### src/rtl/boot_loader.sv
// Boot loader: holds the processor in boot mode and streams host words
// into the instruction cache, one write strobe per accepted word.
module boot_loader #(
   parameter int unsigned ARM_CYCLES  = 2,
   parameter int unsigned TAIL_CYCLES = 2
) (
   input  logic        clk,
   input  logic        rst,
   input  logic        start,
   input  logic        host_valid,
   input  logic [31:0] host_data,
   input  logic        host_last,
   output logic        host_ready,
   output logic        boot_up,
   output logic [7:0]  boot_addr,
   output logic [31:0] boot_datai,
   output logic        boot_web,
   output logic        load_done,
   output logic [8:0]  word_count,
   output logic        err_overflow
);

   localparam int unsigned CNT_MAX  = (ARM_CYCLES > TAIL_CYCLES) ? ARM_CYCLES : TAIL_CYCLES;
   localparam int unsigned CNT_W    = $clog2(CNT_MAX + 1) + 1;
   localparam int unsigned ADDR_W   = 8;
   localparam int unsigned DATA_W   = 32;
   localparam int unsigned WCNT_W   = 9;
   localparam int unsigned LAST_IDX = (1 << ADDR_W) - 1;

   typedef enum logic [2:0] {
      S_IDLE,
      S_ARM,
      S_LOAD,
      S_TAIL,
      S_DONE
   } state_e;

   state_e              state_q, state_d;
   logic [CNT_W-1:0]    cnt_q, cnt_d;
   logic                ready_q, ready_d;
   logic                up_q, up_d;
   logic [ADDR_W-1:0]   addr_q, addr_d;
   logic [DATA_W-1:0]   datai_q, datai_d;
   logic                web_q, web_d;
   logic                done_q, done_d;
   logic [WCNT_W-1:0]   wcnt_q, wcnt_d;
   logic                ovf_q, ovf_d;
   logic                accept;

   // State and output registers; reset releases any write strobe immediately
   always_ff @(posedge clk or posedge rst) begin
      if (rst) begin
         state_q <= S_IDLE;
         cnt_q   <= '0;
         ready_q <= 1'b0;
         up_q    <= 1'b0;
         addr_q  <= '0;
         datai_q <= '0;
         web_q   <= 1'b1;
         done_q  <= 1'b0;
         wcnt_q  <= '0;
         ovf_q   <= 1'b0;
      end else begin
         state_q <= state_d;
         cnt_q   <= cnt_d;
         ready_q <= ready_d;
         up_q    <= up_d;
         addr_q  <= addr_d;
         datai_q <= datai_d;
         web_q   <= web_d;
         done_q  <= done_d;
         wcnt_q  <= wcnt_d;
         ovf_q   <= ovf_d;
      end
   end

   // Next-state and next-output logic; outputs are derived from the next state
   always_comb begin
      state_d = state_q;
      cnt_d   = cnt_q;
      addr_d  = addr_q;
      datai_d = datai_q;
      web_d   = 1'b1;
      done_d  = done_q;
      wcnt_d  = wcnt_q;
      ovf_d   = ovf_q;
      accept  = host_valid && ready_q;

      case (state_q)
         S_IDLE, S_DONE: begin
            if (start) begin
               state_d = S_ARM;
               cnt_d   = '0;
               wcnt_d  = '0;
               done_d  = 1'b0;
               ovf_d   = 1'b0;
            end
         end
         S_ARM: begin
            if (32'(cnt_q) + 32'd1 >= ARM_CYCLES) begin
               state_d = S_LOAD;
               cnt_d   = '0;
            end else begin
               cnt_d = cnt_q + CNT_W'(1);
            end
         end
         S_LOAD: begin
            if (accept) begin
               web_d   = 1'b0;
               addr_d  = wcnt_q[ADDR_W-1:0];
               datai_d = host_data;
               wcnt_d  = wcnt_q + WCNT_W'(1);
               // Address 0xFF is the last slot; stop rather than wrap
               if (host_last || (32'(wcnt_q) == LAST_IDX)) begin
                  state_d = S_TAIL;
                  cnt_d   = '0;
                  if (!host_last) begin
                     ovf_d = 1'b1;
                  end
               end
            end
         end
         S_TAIL: begin
            if (32'(cnt_q) >= TAIL_CYCLES) begin
               state_d = S_DONE;
               done_d  = 1'b1;
            end else begin
               cnt_d = cnt_q + CNT_W'(1);
            end
         end
         default: begin
            state_d = S_IDLE;
         end
      endcase

      up_d    = (state_d == S_ARM) || (state_d == S_LOAD) || (state_d == S_TAIL);
      ready_d = (state_d == S_LOAD);
   end

   assign host_ready   = ready_q;
   assign boot_up      = up_q;
   assign boot_addr    = addr_q;
   assign boot_datai   = datai_q;
   assign boot_web     = web_q;
   assign load_done    = done_q;
   assign word_count   = wcnt_q;
   assign err_overflow = ovf_q;

endmodule

### config.mk
export PLATFORM = sky130hd
export DESIGN_NAME = boot_loader
export DESIGN_NICKNAME = d
export VERILOG_FILES = /design/src/rtl/boot_loader.sv
export SDC_FILE = /design/constraint.sdc
export NUM_CORES = 1
export LEC_CHECK = 0
export BUFFER_PORTS_ARGS = -buffer_cell sky130_fd_sc_hd__buf_2
export CAP_MARGIN = 20
export CORE_ASPECT_RATIO = 1.5
export CORE_UTILIZATION = 45
export CTS_BUF_LIST = sky130_fd_sc_hd__clkbuf_16
export CTS_CLUSTER_DIAMETER = 200
export DETAILED_ROUTE_END_ITERATION = 7
export PLACE_DENSITY = 0.76
export SYNTH_ARGS = -nofsm -noshare
export SYNTH_HDL_FRONTEND = slang
export SYNTH_SLANG_ARGS = --single-unit
### constraint.sdc
create_clock -name clk -period 1.64 [get_ports clk]
set_clock_uncertainty 0.05 [all_clocks]
set_input_delay 0.082 -clock clk [delete_from_list [all_inputs] [get_ports clk]]
set_output_delay 0.082 -clock clk [all_outputs]
set_load 0.005 [all_outputs]
# Yosys cells after proc, flatten, opt, wreduce, memory -nomap -nowiden

Index checks and enable logic that the tools add are counted.

Bits in registers: 60
Input port bits: 37
Output and inout port bits: 54
Word-level logic and storage cells: 67

Add/sub/neg operators: 3
Magnitude comparators: 2
Equal/unequal tests: 14
Mux-type cells: 24
Reductions and logical operators: 14

Operators by type and width:

| operator              | count |
|---|---|
| $mux W3               | 10 |
| $pmux W3 S4           | 2 |
| $mux W9               | 2 |
| $pmux W9 S2           | 1 |
| $eq A3 B2 Y1 const B  | 4 |
| $ne A2 B2 Y1 const B  | 6 |
| $reduce_and A5 Y1     | 2 |
| $add A9 B1 Y9 const B | 1 |
| $eq A9 B8 Y1 const B  | 1 |
| $mux W1               | 7 |
| $eq A3 B1 Y1 const B  | 2 |
| $reduce_and A3 Y1     | 2 |
| $add A3 B1 Y4 const B | 1 |
| $ge A4 B2 Y1 const B  | 1 |
| $pmux W1 S2           | 2 |
| $reduce_bool A2 Y1    | 2 |
| $reduce_bool A4 Y1    | 1 |
| $add A3 B1 Y3 const B | 1 |
| $eq A3 B3 Y1 const B  | 1 |
| $ge A3 B2 Y1 const B  | 1 |
| $logic_not A3 Y1      | 1 |
| $logic_or A1 B1 Y1    | 3 |
| $reduce_and A2 Y1     | 1 |
| $reduce_or A2 Y1      | 1 |
| $logic_and A1 B1 Y1   | 1 |

# Depth between registers and ports, before layout

Gate-level depths: netlist of the first run.

Depth in word-level cells: 8
Depth in mapped cells: 8
Depth with buffers taken out: 8

# Worst setup path before layout of the first run

Ideal clock, no wire load.

Path type: reg-to-reg
Start point: register wcnt_q[0] (netlist: word_count[0])
End point: register ready_q (netlist: host_ready)
Setup time: 87 ps
Arrival time: 1672 ps
Data required time: 1503 ps
Slack: -169 ps
Cell stages (with the launch flop): 9
Buffers on the path: 0
Period minus slack after synthesis: 1809 ps
Cell sequence: dfrtp_1 > ha_1 > nand2_1 > nor3_1 > ha_1 > nor2_1 > nor3_1 > or3_1 > a211oi_2

Word-level cells in the longest chain between the ends: 6

RTL lines:

| what                     | line | text |
|---|---|---|
| start: declaration       | 46   | `logic [WCNT_W-1:0] wcnt_q, wcnt_d;` |
| start signal: assignment | 72   | `wcnt_q <= wcnt_d;` |
| $eq A9 B8 Y1             | 114  | `if (host_last \|\| (32'(wcnt_q) == LAST_IDX)) begin` |
| $logic_or A1 B1 Y1       | 114  |  |
| $mux W3                  | 114  |  |
| $mux W3                  | 108  | `if (accept) begin` |
| $pmux W3 S4              | 89   | `case (state_q)` |
| $eq A3 B2 Y1             | 137  | `ready_d = (state_d == S_LOAD);` |
| via ready_d              | 40   | `logic ready_q, ready_d;` |
| end signal: assignment   | 66   | `ready_q <= ready_d;` |
| end: declaration         | 40   |  |

The timed path passes the listed nets, and every way through them passes these cells.
A chain may end at the register's enable or synchronous reset.

# Final worst setup path of the first run

Start point: register cnt_q[1]
End point: register cnt_q[0]

Word-level cells in the longest chain between the ends: 4
Elaborated cells on any way between the ends: 7
Classes of those cells: add/sub (1); order compare (2); eq/ne (1); mux (2); reduce/logical (1)

RTL lines:

| what                     | line | text |
|---|---|---|
| start: declaration       | 39   | `logic [CNT_W-1:0] cnt_q, cnt_d;` |
| start signal: assignment | 65   | `cnt_q <= cnt_d;` |
| $add A3 B1 Y4            | 100  | `if (32'(cnt_q) + 32'd1 >= ARM_CYCLES) begin` |
| $ge A4 B2 Y1             | 100  |  |
| $mux W3                  | 100  |  |
| $pmux W3 S4              | 89   |  |

Several ways; a longest one is shown, not always the timed one.

==> impl_metrics.yaml, run 1 <==
outcome:
  status: "finished with violations"
  failed_checks: "negative setup slack"
grt:
  grt_max_degree: 61
  grt-busiest-layer: "met2"
  grt_use_met1: 0.247
  antenna_found_initial: 0
  grt_pass1_vias: 2525
  grt_use_met3: 0.0562
  grt_pass1_wl_um: 11200
  track_usage: 0.248
  use_met2: 0.462
  overflow: 0
logic_synthesis:
  ys.flop_type: "dfrtp_1"
  synthXorXnorAreaFrac: 0.0201
  synth.most_common_cell: "nand2_1"
  syn_nets: 322
  synth-async-reset-ratio: 1.00
  synth_area_leaders: "dfrtp_1, nand2_1, ha_1"
  synth_edf_count: 0
  synthCells: 280
  ys_types: 37
  ys.warnings.count: 0
  synth_top_area_frac: 0.566
  synthMuxAreaShare: 0
  seq_area_frac_synth: 0.576
  synth.largest_area_cell: "dfrtp_1"
  synth_seq_cells: 60
  syn_area_per_cell_um2: 9.32
  synth-simple-area-share: 0.279
  synth_area_um2: 2610
  yosys-top-cells-count: "nand2_1, dfrtp_1, nor2_1"
  synth-compound-area-share: 0.0580
  synth_fa_ha_area_frac: 0.0240
  synth_top_family_by_area: "simple AND/OR/NAND/NOR gates"
sta:
  fin_ws_ns: -0.0255
  period_share: 1.02
  relSlewSlack: 0.711
  finalSetupTns_ns: -0.0656
  worst_slew_pin_slew_ns: 0.433
  rsz0062_at_grt: "true"
  final-max-slew-violation-count: 0
  clock.fmax_mhz: 600
  finalHoldViolations: 0
  period_minus_slack_ns: 1.67
  setup_viol: 4
clocking:
  cts_tree: "built"
  cts_sinks: 60
  clk_pin_slew_ns: 0.05
  clockRootBuffer: "clkbuf_16"
  clk_path_buf_depth: 2
  insertion_delay_ns: 0.33
  numCtsBuffers: 9
  htree_levels: 3
power_and_ir_drop:
  power_density_nw_per_um2: 1540
  vdd_drop_max_mv: 1.32
  finalPower_w: 0.00611
  p_leak_nw: 2.16
placed_design:
  dp_hpwl_um: 4330
  gp_congestion: 0.824
  io_buffers: 90
floorplanning:
  rows: 33
  die_area_um2: 6110
  die_w_um: 64.2
  initial_utilization: 0.472
  die_h_um: 95.3
  core_area_um2: 5530
  io_pins: 91
hold_path:
  min_path_type: "input pin to flip-flop"
  hold_start: "host_last"
critical_path:
  crit_start: "cnt_q[1]"
  critPathMaxStageDelay_ns: 0.39
  worstReg2RegStart: "cnt_q[1]"
  cpMostUsedCell: "nand2_1"
  crit_path_end_kind: "flip-flop"
  required_ns: 1.82
  path_cells: "buf_4 > ha_1 > o31a_1 > nand2_1 > nand2_1 > o31ai_1"
  crit_fanout: 6
  cp-start-kind: "flip-flop"
  crit_slowest_cell: "dfrtp_1"
  crit_arrival_ns: 1.85
  critPathKind: "flip-flop to flip-flop"
drt:
  wl_per_cell_um: 14.4
  drt_iter0_markers: 94
  firstDrtPassIters: 4
  antenna_left: 0
  vias: 2480
  drc_errors: 0
  routed_wl_um: 7230
  vias_per_cell: 4.94
finish:
  antenna_cells: 0
  syn2layout_area_growth_pct: 52.3
  drive_above_1_share: 0.352
  final_core_util: 0.718
  nets: 469
job:
  cap_viol_max_count: 0
power breakdown:
part	switching [W]	internal, W
registers	0.000314	0.00196
logic	0.00110	0.000950
clock network	0.000636	0.00115
total	0.00205	0.00406
layout by cell type (no fill, tap or decap), types with 3 or more instances in the layout:
cell,count
dlygate4sd3_1,34
inv_1,9
buf_2,90
o21ai_0,3
dfrtp_1,58
buf_4,21
xnor2_1,6
nor2_1,10
nor4_2,3
nand2_1,128
nand3_1,7
ha_2,3
clkbuf_16,9
nor3_2,3
kinds of logic after synthesis:
logic type / Yosys count
adders and majority gates: 5
buffers and inverters: 22
xor gates and xnor gates: 6
and+or+nand+nor: 167
AOI/OAI and AO/OA: 20
DFF: 60
worst max-delay path, delay by kind of cell (launching register included):
kind            cells  cell delay (ns)
flops               1             0.39
buf+inv             1             0.17
fa+ha+maj           1             0.19
simple gates        2             0.21
compound gates      2             0.55
per-stage QoR:
step           instance area [um2]  std cells  setup WS [ns]  hold slack (ns)
2_1_floorplan                 2640        280        -0.0711            0.116
3_3_place_gp                  3290        448        -0.0466            0.116
3_5_place_dp                  3290        448        -0.0800            0.126
4_1_cts                       3920        499        -0.0267           0.0748
5_1_grt                       3980        502         -0.103            0.131
6_report                      3980        502        -0.0255           0.0719
metal layers:
metal / routed length (um) / vias to the layer above
met5: 0 / -
met4: 305 / 0
met3: 309 / 26
met2: 3970 / 77
met1: 2640 / 1185
li1: - / 1192
final timing paths:
path | end | slack (ns) | depth (start not counted)
setup / recovery | cnt_q[0] | -0.03 | 6
hold / removal | err_overflow | 0.07 | 4
setup reg to reg | cnt_q[0] | -0.03 | 6
hold reg to reg | boot_addr[7] | 0.41 | 2
max in group asynchronous | boot_web | 0.92 | 4
min in group asynchronous | boot_datai[15] | 0.34 | 4
flip-flops by register name, summed over array words and instances, names as in the netlist, 3 cells and up:
signal,flops
boot_datai,32
boot_addr,8
word_count,9
state_q,3
cnt_q,3
area by class of cell:
type | count | area (um2)
Clock inverter | 7 | 58.8
Tap cell | 70 | 87.6
Multi-Input combinational cell | 198 | 1060
Clock buffer | 9 | 225
Timing Repair Buffer | 148 | 1000
Sequential cell | 60 | 1500
Inverter | 10 | 37.5
Fill cell | 414 | 1560
what timing repair did:
item	in CTS	in global routing
pin swaps	6	5
hold buffers	34	0
endpoints found under the hold margin	92	0
endpoints found under the setup margin	5	8
setup buffers	1	3
resized for setup	0	8
(Power assumes the default switching activity.)
==> run 2, diff against run 1 <==
- ABC_AREA: default -> 1
- SLEW_MARGIN: default -> 20
==> impl_metrics.yaml, run 2 <==
sta:
  clock.fmax_mhz: 571
  setup_viol: 7
  period_minus_slack_ns: 1.75
  fin_ws_ns: -0.112
  final-max-slew-violation-count: 0
  finalHoldViolations: 0
  period_share: 1.07
  relSlewSlack: 0.740
  holdWs_ns: 0.0118
  rsz0062_at_grt: "true"
  worst_slew_pin_slew_ns: 0.389
clocking:
  cts_tree: "built"
  cts_sinks: 60
  clk_pin_slew_ns: 0.05
  numCtsBuffers: 9
  insertion_delay_ns: 0.32
  clockRootBuffer: "clkbuf_16"
  clk_path_buf_depth: 2
  htree_levels: 3
floorplanning:
  rows: 33
  initial_utilization: 0.471
  die_w_um: 63.9
  io_pins: 91
  die_area_um2: 6060
  core_area_um2: 5490
  die_h_um: 94.9
critical_path:
  worst-path-buf-inv: 1
  critPathKind: "flip-flop to flip-flop"
  cp-start-kind: "flip-flop"
  critPathMaxStageDelay_ns: 0.36
  path_cells: "ha_2 > nand2_4 > nor4_4 > ha_2 > inv_2 > nand2_2 > nand2_4 > nand2_4 > o21ai_2 > nand3_1 > nor2_1"
  required_ns: 1.79
  crit_fanout: 2
  regToRegSetupSlack_ns: -0.11
  crit_slowest_cell: "dfrtp_1"
  crit_path_end_kind: "flip-flop"
  crit_arrival_ns: 1.90
  critPathTopFamily: "simple AND/OR/NAND/NOR gates"
  cpMostUsedCell: "nand2_4"
finish:
  syn2layout_area_growth_pct: 54.9
  multi_input_area_um2: 990
  antenna_cells: 0
  largest_reg_flops: 32
  final_common_cell: "nand2_1"
  final_core_util: 0.730
  layout_common_cells: "nand2_1, buf_2, dfrtp_1, dlygate4sd3_1, inv_1"
  nets: 501
  fill_cells: 397
  regArea_um2: 1500
  drive_above_1_share: 0.329
  final_cells: 532
drt:
  routed_wl_um: 7110
  antenna_left: 0
  vias: 2573
  drc_errors: 0
  vias_per_cell: 4.84
  drt_iter0_markers: 123
  firstDrtPassIters: 6
  wl_per_cell_um: 13.4
logic_synthesis:
  synth_top_area_frac: 0.571
  syn_area_per_cell_um2: 8.46
  synthCells: 306
  ys.warnings.count: 0
  seq_area_frac_synth: 0.581
  syn_nets: 348
  synth.most_common_cell: "nand2_1"
  synth_area_leaders: "dfrtp_1, nand2_1, inv_1"
  synth_seq_cells: 60
  ys.flop_type: "dfrtp_1"
  synth_edf_count: 0
  synth_area_um2: 2590
  ys_types: 23
  synth.largest_area_cell: "dfrtp_1"
  synth-async-reset-ratio: 1.00
  yosys-top-cells-count: "nand2_1, dfrtp_1, inv_1"
hold_path:
  min_path_type: "input pin to flip-flop"
outcome:
  status: "finished with violations"
  failed_checks: "negative setup slack"
grt:
  grt_max_degree: 46
  overflow: 0
  antenna_found_initial: 0
  grt_pass1_wl_um: 10600
  grt_pass1_vias: 2412
  track_usage: 0.238
power_and_ir_drop:
  power_density_nw_per_um2: 1440
  finalPower_w: 0.00577
  p_leak_nw: 2.28
  vdd_drop_max_mv: 0.826
placed_design:
  dp_hpwl_um: 4120
  dp.cells: 475
  gp_congestion: 0.927
  io_buffers: 90
job:
  cap_viol_max_count: 0
==> run 2: cell types whose count changed after synthesis, sizes merged, moves of 3 or more <==
cell,before,now
nand2,129,143
inv,10,30
a21oi,2,6
nor2,13,18
xnor2,6,0
nand3,7,11
buf,12,9
o21ai,3,13
==> run 2: worst paths after layout <==
path	start	end	cells after the start
worst max-delay path	word_count[1]	host_ready	11
worst min-delay path	start	state_q[2]	4
worst max register to register	word_count[1]	host_ready	11
worst min register to register	boot_datai[29]	boot_datai[29]	2
max in group asynchronous	rst	boot_web	4
min in group asynchronous	rst	boot_datai[5]	3
==> run 2: logic make-up (layout without fill, tap and decap cells) <==
group | Yosys count | count (layout) | share of synthesized area
AND/OR/NAND/NOR | 179 | 179 | 0.276
flip-flops | 60 | 60 | 0.581
buffers and inverters | 39 | 195 | 0.0716
AO/OA/AOI/OAI | 23 | 23 | 0.0479
adder cells (fa/ha/maj) | 5 | 5 | 0.0242
==> run 2: worst min-delay path, stage by stage <==
cell	delay (ns)
buf_2	0.09
inv_1	0.05
nand3_1	0.07
nand2_1	0.05
==> run 2: metal layers <==
layer  wire length, um  global-route usage  up-vias  share of wire
li1                  -                   -     1250              -
met2              3850               0.417       97           0.54
met4               143               0.142        0          0.020
met5                 0                   0        -              0
met3               410              0.0519       10          0.058
met1              2710               0.261     1216           0.38
==> run 2: report_power, final <==
group / total [W] / internal (W) / switching (W)
Combinational: 0.00194 / 0.000875 / 0.00106
Clock: 0.00156 / 0.000980 / 0.000578
Sequential: 0.00227 / 0.00197 / 0.000296
==> run 2: through the flow <==
stage / setup slack, ns / area, um2 / TNS (ns)
floorplan: -0.0100 / 2590 / -0.0245
global placement: -0.0514 / 3230 / -0.164
detailed placement: -0.171 / 3230 / -0.837
CTS: -0.0150 / 3860 / -0.0245
global route: -0.200 / 4010 / -2.43
finish: -0.112 / 4010 / -0.457
==> run 2: layout make-up <==
class | instances | area share
inverter | 30 | 0.0293
clock buffer | 9 | 0.0562
clock inverter | 5 | 0.00562
sequential | 60 | 0.375
multi-input combinational | 207 | 0.247
timing repair buffer | 151 | 0.265
tap | 70 | 0.0219
==> run 2: timing repair <==
| action | 4_1_cts | 5_1_grt |
|---|---|---|
| pin swaps | 8 | 8 |
| gates resized for setup | 11 | 20 |
| hold endpoints to repair | 47 | 0 |
| cloned | 0 | 1 |
| hold buffers | 33 | 0 |
| endpoints found under the setup margin | 7 | 38 |
| buffers inserted | 3 | 6 |
==> run 3, diff against run 2 <==
- CELL_PAD_IN_SITES_DETAIL_PLACEMENT: default -> 1
- CELL_PAD_IN_SITES_GLOBAL_PLACEMENT: default -> 1
- CORE_UTILIZATION: 45 -> 32
- PLACE_DENSITY: 0.76 -> default
- PLACE_DENSITY_LB_ADDON: default -> 0.1
==> impl_metrics.yaml, run 3 (synthesis gave the netlist of run 2 again) <==
floorplanning:
  io_pins: 91
  die_area_um2: 8460
  die_w_um: 75.4
  initial_utilization: 0.336
  core_area_um2: 7710
  die_h_um: 112
  rows: 39
grt:
  grt_max_degree: 22
  antenna_found_initial: 0
  overflow: 0
  grt_pass1_wl_um: 12000
  grt_pass1_vias: 2609
  track_usage: 0.191
critical_path:
  worst-path-buf-inv: 1
  crit_fanout: 4
  cpMostUsedCell: "nand2_2"
  crit_slowest_cell: "dfrtp_1"
  crit_path_end_kind: "flip-flop"
  crit_arrival_ns: 1.78
  cp-start-kind: "flip-flop"
  path_cells: "ha_2 > nand2_2 > nor4_4 > ha_2 > inv_2 > nand2_2 > nand2_2 > nand2_4 > nand3_4 > nand2_2 > o21ai_1"
  critPathTopFamily: "simple AND/OR/NAND/NOR gates"
  critPathMaxStageDelay_ns: 0.36
  critPathKind: "flip-flop to flip-flop"
  required_ns: 1.79
finish:
  nets: 504
  final_core_util: 0.520
  antenna_cells: 0
  final_cells: 569
  final_common_cell: "nand2_1"
  layout_common_cells: "nand2_1, buf_2, dfrtp_1, dlygate4sd3_1, buf_4"
  largest_reg_flops: 32
  drive_above_1_share: 0.334
  syn2layout_area_growth_pct: 55.1
clocking:
  clockRootBuffer: "clkbuf_16"
  cts_sinks: 60
  clk_path_buf_depth: 2
  htree_levels: 3
  insertion_delay_ns: 0.32
  numCtsBuffers: 9
  cts_tree: "built"
  clk_pin_slew_ns: 0.05
hold_path:
  min_path_type: "input pin to flip-flop"
power_and_ir_drop:
  intPower_w: 0.00382
  finalPower_w: 0.00579
  power_frac_seq: 0.391
  power_density_nw_per_um2: 1440
  combPwrFrac: 0.335
  p_clk_frac: 0.274
  swShare: 0.340
  p_leak_nw: 2.27
  vdd_drop_max_mv: 0.803
  power.switching_w: 0.00197
sta:
  period_share: 0.992
  fin_ws_ns: 0.0129
  clock.fmax_mhz: 615
  finalHoldViolations: 0
  finalSetupTns_ns: 0
  setup_viol: 0
  period_minus_slack_ns: 1.63
  relSlewSlack: 0.705
  rsz0062_at_grt: "true"
  final-max-slew-violation-count: 0
  worst_slew_pin_slew_ns: 0.438
drt:
  wl_per_cell_um: 13.2
  antenna_left: 0
  vias: 2515
  vias_per_cell: 4.42
  drt_iter0_markers: 82
  firstDrtPassIters: 4
  routed_wl_um: 7520
  drc_errors: 0
outcome:
  status: "finished, final reports clean"
placed_design:
  preCtsSetupSlack_ns: -0.269
  dp.cells: 514
  gp_congestion: 0.779
  io_buffers: 90
  dp_hpwl_um: 5200
job:
  cap_viol_max_count: 0
run 3: cell types whose count changed in the layout (fill, tap and decap cells not counted), moves of 2 or more:
cell,change
inv_1,+3
buf_4,+8
clkinv_1,+2
nand2_2,+2
buf_12,-3
clkinv_2,-2
run 3: final cells by class:
cell class	instances	area [um2]
clock buffers	9	225
clock inverters	7	27.5
fillers	936	3700
inverters	30	113
multi-input cells	207	990
flip-flops and latches	60	1500
well taps	102	128
repair buffers	154	1030
run 3: worst paths after layout:
check | depth (start not counted) | to | slack, ns | from
max | 11 | cnt_q[2] | 0.01 | word_count[0]
min | 4 | state_q[2] | 0.02 | start
max reg2reg | 11 | cnt_q[2] | 0.01 | word_count[0]
min reg2reg | 2 | boot_datai[9] | 0.41 | boot_datai[9]
max in group asynchronous | 4 | cnt_q[0] | 0.80 | rst
min in group asynchronous | 3 | boot_datai[11] | 0.22 | rst
run 3: through the flow:
| step | hold WS (ns) | area [um2] |
|---|---|---|
| 2_1_floorplan | 0.149 | 2590 |
| 3_3_place_gp | 0.00795 | 3290 |
| 3_5_place_dp | 0.0136 | 3290 |
| 4_1_cts | 0.0127 | 3940 |
| 5_1_grt | 0.0432 | 4010 |
| 6_report | 0.0187 | 4010 |
run 3: power by group through the flow:
stage	Combinational, W	Clock [W]	Sequential [W]
floorplan	0.000896	0	0.00230
global placement	0.00170	0	0.00226
detailed placement	0.00175	0	0.00228
CTS	0.00185	0.00164	0.00226
global route	0.00222	0.00170	0.00233
finish	0.00194	0.00159	0.00226
run 3: repair_timing:
action                                  in CTS  in global routing
gates resized for setup                     18                 10
setup buffers                                2                  4
pin swaps                                   10                  4
hold buffers                                33                  0
endpoints found under the setup margin       7                 17
endpoints found under the hold margin       65                  0
run 3: tightest hold or removal path: cells and delay by family:
kind,cells,cell delay (ns)
buffers and inverters,2,0.15
and+or+nand+nor,2,0.12
run 3: metal layers:
layer	wire length (um)	vias to the layer above	part of all wire	GRT usage
met2	3980	65	0.53	0.341
met4	157	0	0.021	0.0827
met1	3060	1186	0.41	0.209
met3	324	9	0.043	0.0422
li1	-	1255	-	-
met5	0	-	0	0
